File: config.mk
export PLATFORM = sky130hd
export DESIGN_NAME = alu_requester
export DESIGN_NICKNAME = d
export VERILOG_FILES = /design/src/rtl/alu_requester.sv
export SDC_FILE = /design/constraint.sdc
export NUM_CORES = 1
export LEC_CHECK = 0
export ABC_AREA = 0
export BUFFER_PORTS_ARGS = -buffer_cell sky130_fd_sc_hd__buf_4
export CORE_ASPECT_RATIO = 0.5
export CORE_MARGIN = 10
export CORE_UTILIZATION = 45
export DETAILED_ROUTE_END_ITERATION = 7
export PLACE_DENSITY_LB_ADDON = 0.12
export SLEW_MARGIN = 20
export SYNTH_ARGS = -nofsm -noshare
export SYNTH_HDL_FRONTEND = slang
export SYNTH_SLANG_ARGS = --single-unit
File: constraint.sdc
create_clock -name clk -period 4.7 [get_ports clk]
set_clock_uncertainty 0.05 [all_clocks]
set_input_delay 0.94 -clock clk [delete_from_list [all_inputs] [get_ports clk]]
set_output_delay 0.94 -clock clk [all_outputs]
set_load 0.02 [all_outputs]
File: src/rtl/alu_requester.sv
// Command-side master for the alu block: screens requests, issues them, waits out the ALU latency and returns responses in order.
// Optional statistics ports stat_issued/stat_err are compiled in when ALU_REQ_STATS_EN is defined.
module alu_requester #(
    parameter int DATA_W      = 8,
    parameter int TAG_W       = 4,
    parameter int RSP_DEPTH   = 4,
    parameter int ALU_LATENCY = 1
) (
    input  logic              clk,
    input  logic              reset,
    input  logic              req_valid,
    output logic              req_ready,
    input  logic [DATA_W-1:0] req_a,
    input  logic [DATA_W-1:0] req_b,
    input  logic [3:0]        req_op,
    input  logic [TAG_W-1:0]  req_tag,
    output logic [DATA_W-1:0] alu_a,
    output logic [DATA_W-1:0] alu_b,
    output logic [3:0]        alu_op,
    input  logic [DATA_W-1:0] alu_result,
    input  logic              alu_carry,
    output logic              rsp_valid,
    input  logic              rsp_ready,
    output logic [DATA_W-1:0] rsp_result,
    output logic              rsp_carry,
    output logic              rsp_err,
    output logic [TAG_W-1:0]  rsp_tag
`ifdef ALU_REQ_STATS_EN
    ,
    output logic [15:0]       stat_issued,
    output logic [15:0]       stat_err
`endif
);

    localparam int PTR_W = $clog2(RSP_DEPTH);
    localparam int CNT_W = (ALU_LATENCY > 1) ? $clog2(ALU_LATENCY) : 1;
    localparam int ENT_W = DATA_W + 2 + TAG_W;

    typedef enum logic [2:0] {
        S_IDLE,
        S_ISSUE,
        S_WAIT,
        S_CAPTURE,
        S_ERR
    } state_t;

    state_t             state, state_nxt;
    logic [CNT_W-1:0]   wait_cnt;
    logic [TAG_W-1:0]   tag_q;
    logic               accept;
    logic               req_bad;
    logic               push;
    logic               pop;
    logic [ENT_W-1:0]   push_data;

    logic [ENT_W-1:0]   mem [RSP_DEPTH];
    logic [PTR_W-1:0]   wptr, rptr, rptr_nxt;
    logic [PTR_W:0]     count, count_nxt;
    logic [ENT_W-1:0]   head_nxt;

    // Held low while reset is asserted so nothing is accepted during reset.
    assign req_ready = reset && (state == S_IDLE) && (count < (PTR_W+1)'(RSP_DEPTH));
    assign accept    = req_valid && req_ready;
    assign req_bad   = (req_op > 4'd3) || ((req_op == 4'd3) && (req_b == '0));

    always_ff @(posedge clk) begin
        if (!reset) begin
            state <= S_IDLE;
        end else begin
            state <= state_nxt;
        end
    end

    always_comb begin
        state_nxt = state;
        push      = 1'b0;
        push_data = '0;
        case (state)
            S_IDLE: begin
                if (accept) begin
                    state_nxt = req_bad ? S_ERR : S_ISSUE;
                end
            end
            S_ISSUE: begin
                state_nxt = (ALU_LATENCY > 1) ? S_WAIT : S_CAPTURE;
            end
            S_WAIT: begin
                if (wait_cnt == CNT_W'(1)) begin
                    state_nxt = S_CAPTURE;
                end
            end
            S_CAPTURE: begin
                push      = 1'b1;
                push_data = {alu_result, alu_carry, 1'b0, tag_q};
                state_nxt = S_IDLE;
            end
            S_ERR: begin
                push      = 1'b1;
                push_data = {{DATA_W{1'b0}}, 1'b0, 1'b1, tag_q};
                state_nxt = S_IDLE;
            end
            default: state_nxt = S_IDLE;
        endcase
    end

    // Issue stage: operands are only loaded for legal requests and then held until the next one.
    always_ff @(posedge clk) begin
        if (!reset) begin
            alu_a    <= '0;
            alu_b    <= '0;
            alu_op   <= '0;
            tag_q    <= '0;
            wait_cnt <= '0;
        end else begin
            if (accept) begin
                tag_q <= req_tag;
                if (!req_bad) begin
                    alu_a  <= req_a;
                    alu_b  <= req_b;
                    alu_op <= req_op;
                end
            end
            if (state == S_ISSUE) begin
                wait_cnt <= CNT_W'(ALU_LATENCY - 1);
            end else if (state == S_WAIT) begin
                wait_cnt <= wait_cnt - CNT_W'(1);
            end
        end
    end

    // Response FIFO: the output register is loaded with whatever will be at the head after this edge.
    assign pop      = rsp_valid && rsp_ready;
    assign rptr_nxt = pop ? (rptr + PTR_W'(1)) : rptr;

    always_comb begin
        count_nxt = count;
        if (push && !pop) begin
            count_nxt = count + (PTR_W+1)'(1);
        end else if (!push && pop) begin
            count_nxt = count - (PTR_W+1)'(1);
        end
        head_nxt = (push && (wptr == rptr_nxt)) ? push_data : mem[rptr_nxt];
    end

    always_ff @(posedge clk) begin
        if (push) begin
            mem[wptr] <= push_data;
        end
    end

    always_ff @(posedge clk) begin
        if (!reset) begin
            wptr       <= '0;
            rptr       <= '0;
            count      <= '0;
            rsp_valid  <= 1'b0;
            rsp_result <= '0;
            rsp_carry  <= 1'b0;
            rsp_err    <= 1'b0;
            rsp_tag    <= '0;
        end else begin
            if (push) begin
                wptr <= wptr + PTR_W'(1);
            end
            rptr      <= rptr_nxt;
            count     <= count_nxt;
            rsp_valid <= (count_nxt != '0);
            {rsp_result, rsp_carry, rsp_err, rsp_tag} <= (count_nxt != '0) ? head_nxt : '0;
        end
    end

`ifdef ALU_REQ_STATS_EN
    function automatic logic [15:0] sat_inc(input logic [15:0] v);
        return (v == 16'hFFFF) ? v : v + 16'd1;
    endfunction

    always_ff @(posedge clk) begin
        if (!reset) begin
            stat_issued <= '0;
            stat_err    <= '0;
        end else begin
            if (state == S_CAPTURE) begin
                stat_issued <= sat_inc(stat_issued);
            end
            if (state == S_ERR) begin
                stat_err <= sat_inc(stat_err);
            end
        end
    end
`endif

endmodule

# [After elaboration in Yosys (flattened, before gate mapping)]
# Memories as Yosys holds them, arrays and structs flattened. A register that Yosys moved wholly into a read port is not among the register bits.
# Cells that the tools add are included.
[totals] mem_count=1 input_bits=37 wordCells=57 out_inout_bits=36 ram_bits=56 ff_bits=36
[op_classes] n_eq_ne=7 muxes=11 magnitude_cmp=2 bitwise=2 reduce_logical=19 n_addsub=5
[mem_list] memory="mem" depth=4 width=14 rd=1 rd_clocked_by_memory_dff=1 wr=1 line_no="56" text="logic [ENT_W-1:0] mem [RSP_DEPTH];"
[ops] op="14-bit case mux with 2 select lines" n=1
[ops] op="3-bit two-way mux" n=5
[ops] op="3-bit case mux with 3 select lines" n=1
[ops] op="8-bit zero test" n=1
[ops] op="1-bit logical AND" n=7
[ops] op="3-bit by 2-bit equality test with 1-bit output (second input constant)" n=2
[ops] op="2-bit AND reduction" n=3
[ops] op="2-bit by 1-bit adder with 2-bit output (second input constant)" n=2
[ops] op="4-bit by 2-bit equality test with 1-bit output (second input constant)" n=1
[ops] op="4-bit by 2-bit > comparator with 1-bit output (second input constant)" n=1
[ops] op="2-bit inequality test (second input constant)" n=2
[ops] op="2-bit OR reduction" n=2
[ops] op="3-bit by 1-bit adder with 3-bit output (second input constant)" n=1
[ops] op="3-bit by 1-bit equality test with 1-bit output (second input constant)" n=1
[ops] op="3-bit equality test (second input constant)" n=1
[ops] op="1-bit zero test" n=3
[ops] op="3-bit zero test" n=1
[ops] op="3-bit < comparator (second input constant)" n=1
[ops] op="1-bit two-way mux" n=3
[ops] op="3-bit nonzero test" n=1
[ops] op="3-bit by 1-bit subtractor with 3-bit output (second input constant)" n=1
[ops] op="2-bit two-way mux" n=1
[ops] op="1-bit inverter" n=2
[ops] op="1-bit logical OR" n=1
[ops] op="1-bit subtractor (second input constant)" n=1

# [Longest topological paths before layout]
[logic_depth] ltp_word=10 ltp_mapped=8 mapped_depth_nobuf=7

# [Least setup slack after synthesis]
# OpenSTA, ideal clock, no wires.
[synth_timing] path_kind="input to output" start="in reset" end="out req_ready" t_arrival_ns=1.445 n_path_buf=0 path_slack_ns=2.265 stages=2 required_ns=3.710 path_cell_list="nand2b_1 > nor4_4"
[synth_between] elab_chain_cells=2
[synth_lines] element="start: declaration" line_no="10" text="input logic reset,"
[synth_lines] element="1-bit logical AND (2 in a row)" line_no="62" text="assign req_ready = reset && (state == S_IDLE) && (count < (PTR_W+1)'(RSP_DEPTH));"
[synth_lines] element="end: declaration" line_no="12" text="output logic req_ready,"
# No other way between the ends.

# [Worst setup path after layout]
# Ends and elaborated chain as after synthesis.

==> summary.md <==
| Metric | Value |
|---|---|
| Status | `finished, final reports clean` |
| Die area | `around 15000 sq um` |
| Diode count | `0` |
| Vias in the first global route | `between 3000 and 4000` |
| # Post-CTS Setup Buffers | `0` |
| Placed Instances | `around 660` |
| Initial antenna violation count | `1` |
| Period minus WS final | `approximately 2.9 ns` |
| Synthesized netlist net count | `just over 500` |
| Fin. Hold Viols | `0` |
| Routed wire per std cell | `roughly 17 um` |
| GRT Resource Usage Total | `0.141` |
| Normalized max-slew margin | `0.403` |
| TritonCTS Sinks | `106` |
| Worst Hold Depth | `2` |
| Pre-CTS WS | `~1.7 ns` |
| R2R cell count | `5` |
| DIE WIDTH | `166 um` |
| H-tree levels | `3` |
| Ys Warns | `0` |
| Buffers on Ports | `72` |
| NetSw | `about 810 uW` |
| Hold Crit Start | `tag_q[3]$_SDFFE_PN0P_` |
| Sequential area share after synthesis | `0.557` |
| Layout Utilization | `0.559` |
| Total gr overflow | `0` |
| Post-synthesis cell type count | `45` |
| WL final | `11.2 mm` |
| Starting Density | `0.467` |
| CTS Buf Count | `9` |
| Share of layout cells above drive strength 1 | `0.194` |
| DRC | `0` |
| RSZ-0062 raised after global routing | `false` |
| PwrDens | `445 nW/um^2` |
| Logic pwr share | `0.281` |
| Min Hold Slack | `roughly 0.4 ns` |
| # setup viols final | `0` |
| Top FF cell, synth | `edfxtp_1` |
| Synth-to-Final Area Change | `19.6%` |
| Flops & latches, synth | `approximately 110` |
| Reg2reg start | `state[0]$_SDFFE_PN0P_` |
| Async S/R FF share, synth | `0` |
| Worst Path Arrival | `just under 2 ns` |
| IR Drop Worst-Case VDD | `between 0.2 and 0.25 mV` |
| Slew @ Worst Pin | `just under 0.9 ns` |
| Setup crit start kind | `input pin` |
| Die span in y | `between 90 and 100 um` |
| FP Rows | `26` |
| Clk_lat worst skew | `roughly 0.34 ns` |
| Vias per cell | `about 5.3` |
| Final Cycle Share | `0.627` |
| Pins over their slew limit | `0` |
| Register-to-Register Setup Slack | `2.12 ns` |
| DR vias | `about 3600` |
| Synthesized cell area | `4820 sq um` |
| Crit Path Max Fanout | `35` |
| Hold Path Class | `flip-flop to flip-flop` |
| Clk pwr share | `0.285` |
| Setup TNS Final | `0 ns` |
| Syn Area/Cell | `approximately 10 sq um` |
| RePlAce Congestion | `around 0.74` |
| Maxcap violations | `0` |
| Crit end category | `output pin` |
| Internal | `roughly 1.8 mW` |
| Crit path required time | `3.71 ns` |
| Layout Cells excl Fill | `roughly 670` |
| Synthesized instance count | `465` |
| Commonest non-fill, non-tap cells in the layout | `109 x nand2_1, 79 x buf_4, 56 x edfxtp_1` |
| PostCTS Resize Cnt | `0` |
| Hold bufs inserted after CTS | `0` |
| Number of synthesized flops with an enable pin | `56` |
| Leakage | `approximately 2.4 nW` |
| Min-Delay Endpoint | `tag_q[3]$_SDFFE_PN0P_` |
| Pin count of the biggest net entering global routing | `between 50 and 60` |
| Clock slew at reported path FFs | `~0.070 ns` |
| Sw Share | `0.316` |
| HPWL after DPL | `slightly above 7 mm` |
| Iteration-0 DRC Markers | `between 200 and 250` |
| First-pass GRT wire length | `17.7 mm` |
| CTS root buf | `clkbuf_16` |
| CTS tree | `yes` |
| Final worst setup slack | `roughly 1.8 ns` |
| Reg2reg end | `rsp_tag[3]$_SDFF_PN0_` |
| ANT nets after route | `0` |
| Fmax | `around 0.34 GHz` |
| TritonRoute pass-1 iters | `5` |
| Fin nets | `570` |
| Commonest non-fill, non-tap cell in the layout | `nand2_1` |
| Top-Level Pins | `73` |
| Core ar. | `10300 sq um` |
| Reg power frac | `0.434` |
| Clock Path Buffers | `2` |
| Critical path type | `input pin to output pin` |
## Yosys cell counts, types with 2 or more instances
| library cell | n | area share |
|---|---|---|
| nand2b_1 | 4 | 0.0052 |
| a21oi_1 | 6 | 0.0062 |
| nor3_1 | 2 | 0.0021 |
| nand3b_1 | 2 | 0.0031 |
| buf_2 | 5 | 0.0052 |
| mux2i_1 | 32 | 0.066 |
| ha_1 | 6 | 0.016 |
| a32oi_1 | 14 | 0.025 |
| and2_1 | 20 | 0.026 |
| a211oi_1 | 14 | 0.022 |
| xnor2_1 | 3 | 0.0055 |
| dfxtp_1 | 50 | 0.21 |
| nand4_1 | 15 | 0.019 |
| buf_1 | 5 | 0.0039 |
| nor2_1 | 22 | 0.017 |
| o211ai_1 | 16 | 0.025 |
| and3_1 | 2 | 0.0026 |
| nand2_1 | 110 | 0.086 |
| a31oi_1 | 2 | 0.0026 |
| o21ai_0 | 2 | 0.0021 |
| nand3_1 | 6 | 0.0062 |
| edfxtp_1 | 56 | 0.35 |
| or2_2 | 2 | 0.0026 |
| a21boi_0 | 6 | 0.0093 |
| clkbuf_1 | 17 | 0.013 |
| inv_1 | 8 | 0.0062 |
| nor2b_1 | 20 | 0.026 |
## per-layer routing
layer / vias to the layer above / global-route usage / share of wire / wire, um
met3: 11 / 0.0589 / 0.080 / 900
met5: - / 0 / 0.0027 / 30
met4: 2 / 0.0334 / 0.0079 / 89
met1: 1657 / 0.178 / 0.47 / 5230
li1: 1793 / - / - / -
met2: 109 / 0.221 / 0.44 / 4980
## registers in the layout (all words and copies together) (netlist names)
register,cells
alu_a,8
rsp_carry,1
tag_q,4
rsp_result,8
rsp_tag,4
alu_op,4
alu_b,8
count,3
rptr,2
wait_cnt,1
mem,56
wptr,2
rsp_err,1
state,3
rsp_valid,1
## worst max-delay path, stage by stage
cell and delay [ns]:
buf_4 0.27, nand2b_1 0.18, nor4_4 0.33, buf_4 0.23
## cell type report
class,instances,area [sq um]
fillers,891,4550
flip-flops and latches,106,2680
multi-input cells,322,1980
repair buffers,79,593
clock buffers,9,225
well taps,140,175
clock inverters,7,68.8
inverters,9,33.8
## kinds of logic after synthesis
kind of cell | count (synthesis) | share of synthesized area
simple gates | 212 | 0.211
flops | 106 | 0.557
compound gates | 68 | 0.110
buf+inv | 37 | 0.0317
mux | 32 | 0.0665
fa+ha+maj | 7 | 0.0177
xor+xnor | 3 | 0.00546
## power groups by stage
| stage | clock network, mW | logic [mW] | registers (mW) |
|---|---|---|---|
| 2_1_floorplan | 0 | 0.426 | 1.19 |
| 3_3_place_gp | 0 | 0.710 | 1.13 |
| 3_5_place_dp | 0 | 0.719 | 1.13 |
| 4_1_cts | 0.753 | 0.725 | 1.11 |
| 5_1_grt | 0.794 | 0.789 | 1.12 |
| 6_report | 0.731 | 0.720 | 1.11 |
## per-stage QoR
stage / area [sq um] / total power, mW
after global placement: 5470 / 1.84
after detailed placement: 5470 / 1.85
final: 5760 / 2.56
after floorplan: 4820 / 1.61
after CTS: 5760 / 2.59
after global routing: 5760 / 2.71
## how the worst max path moves through the flow
stage | endpoint | slack (ns) | startpoint | cells past startpoint
detailed placement | rsp_result[5]$_SDFF_PN0_ | 1.69 | rsp_ready | 7
finish | req_ready | 1.75 | reset | 4
global route | req_ready | 1.65 | reset | 4
global placement | rsp_result[1]$_SDFF_PN0_ | 1.74 | rsp_ready | 7
CTS | req_ready | 1.74 | reset | 4
floorplan | req_ready | 2.27 | reset | 2
No activity file was read; power rests on OpenSTA's default activity.
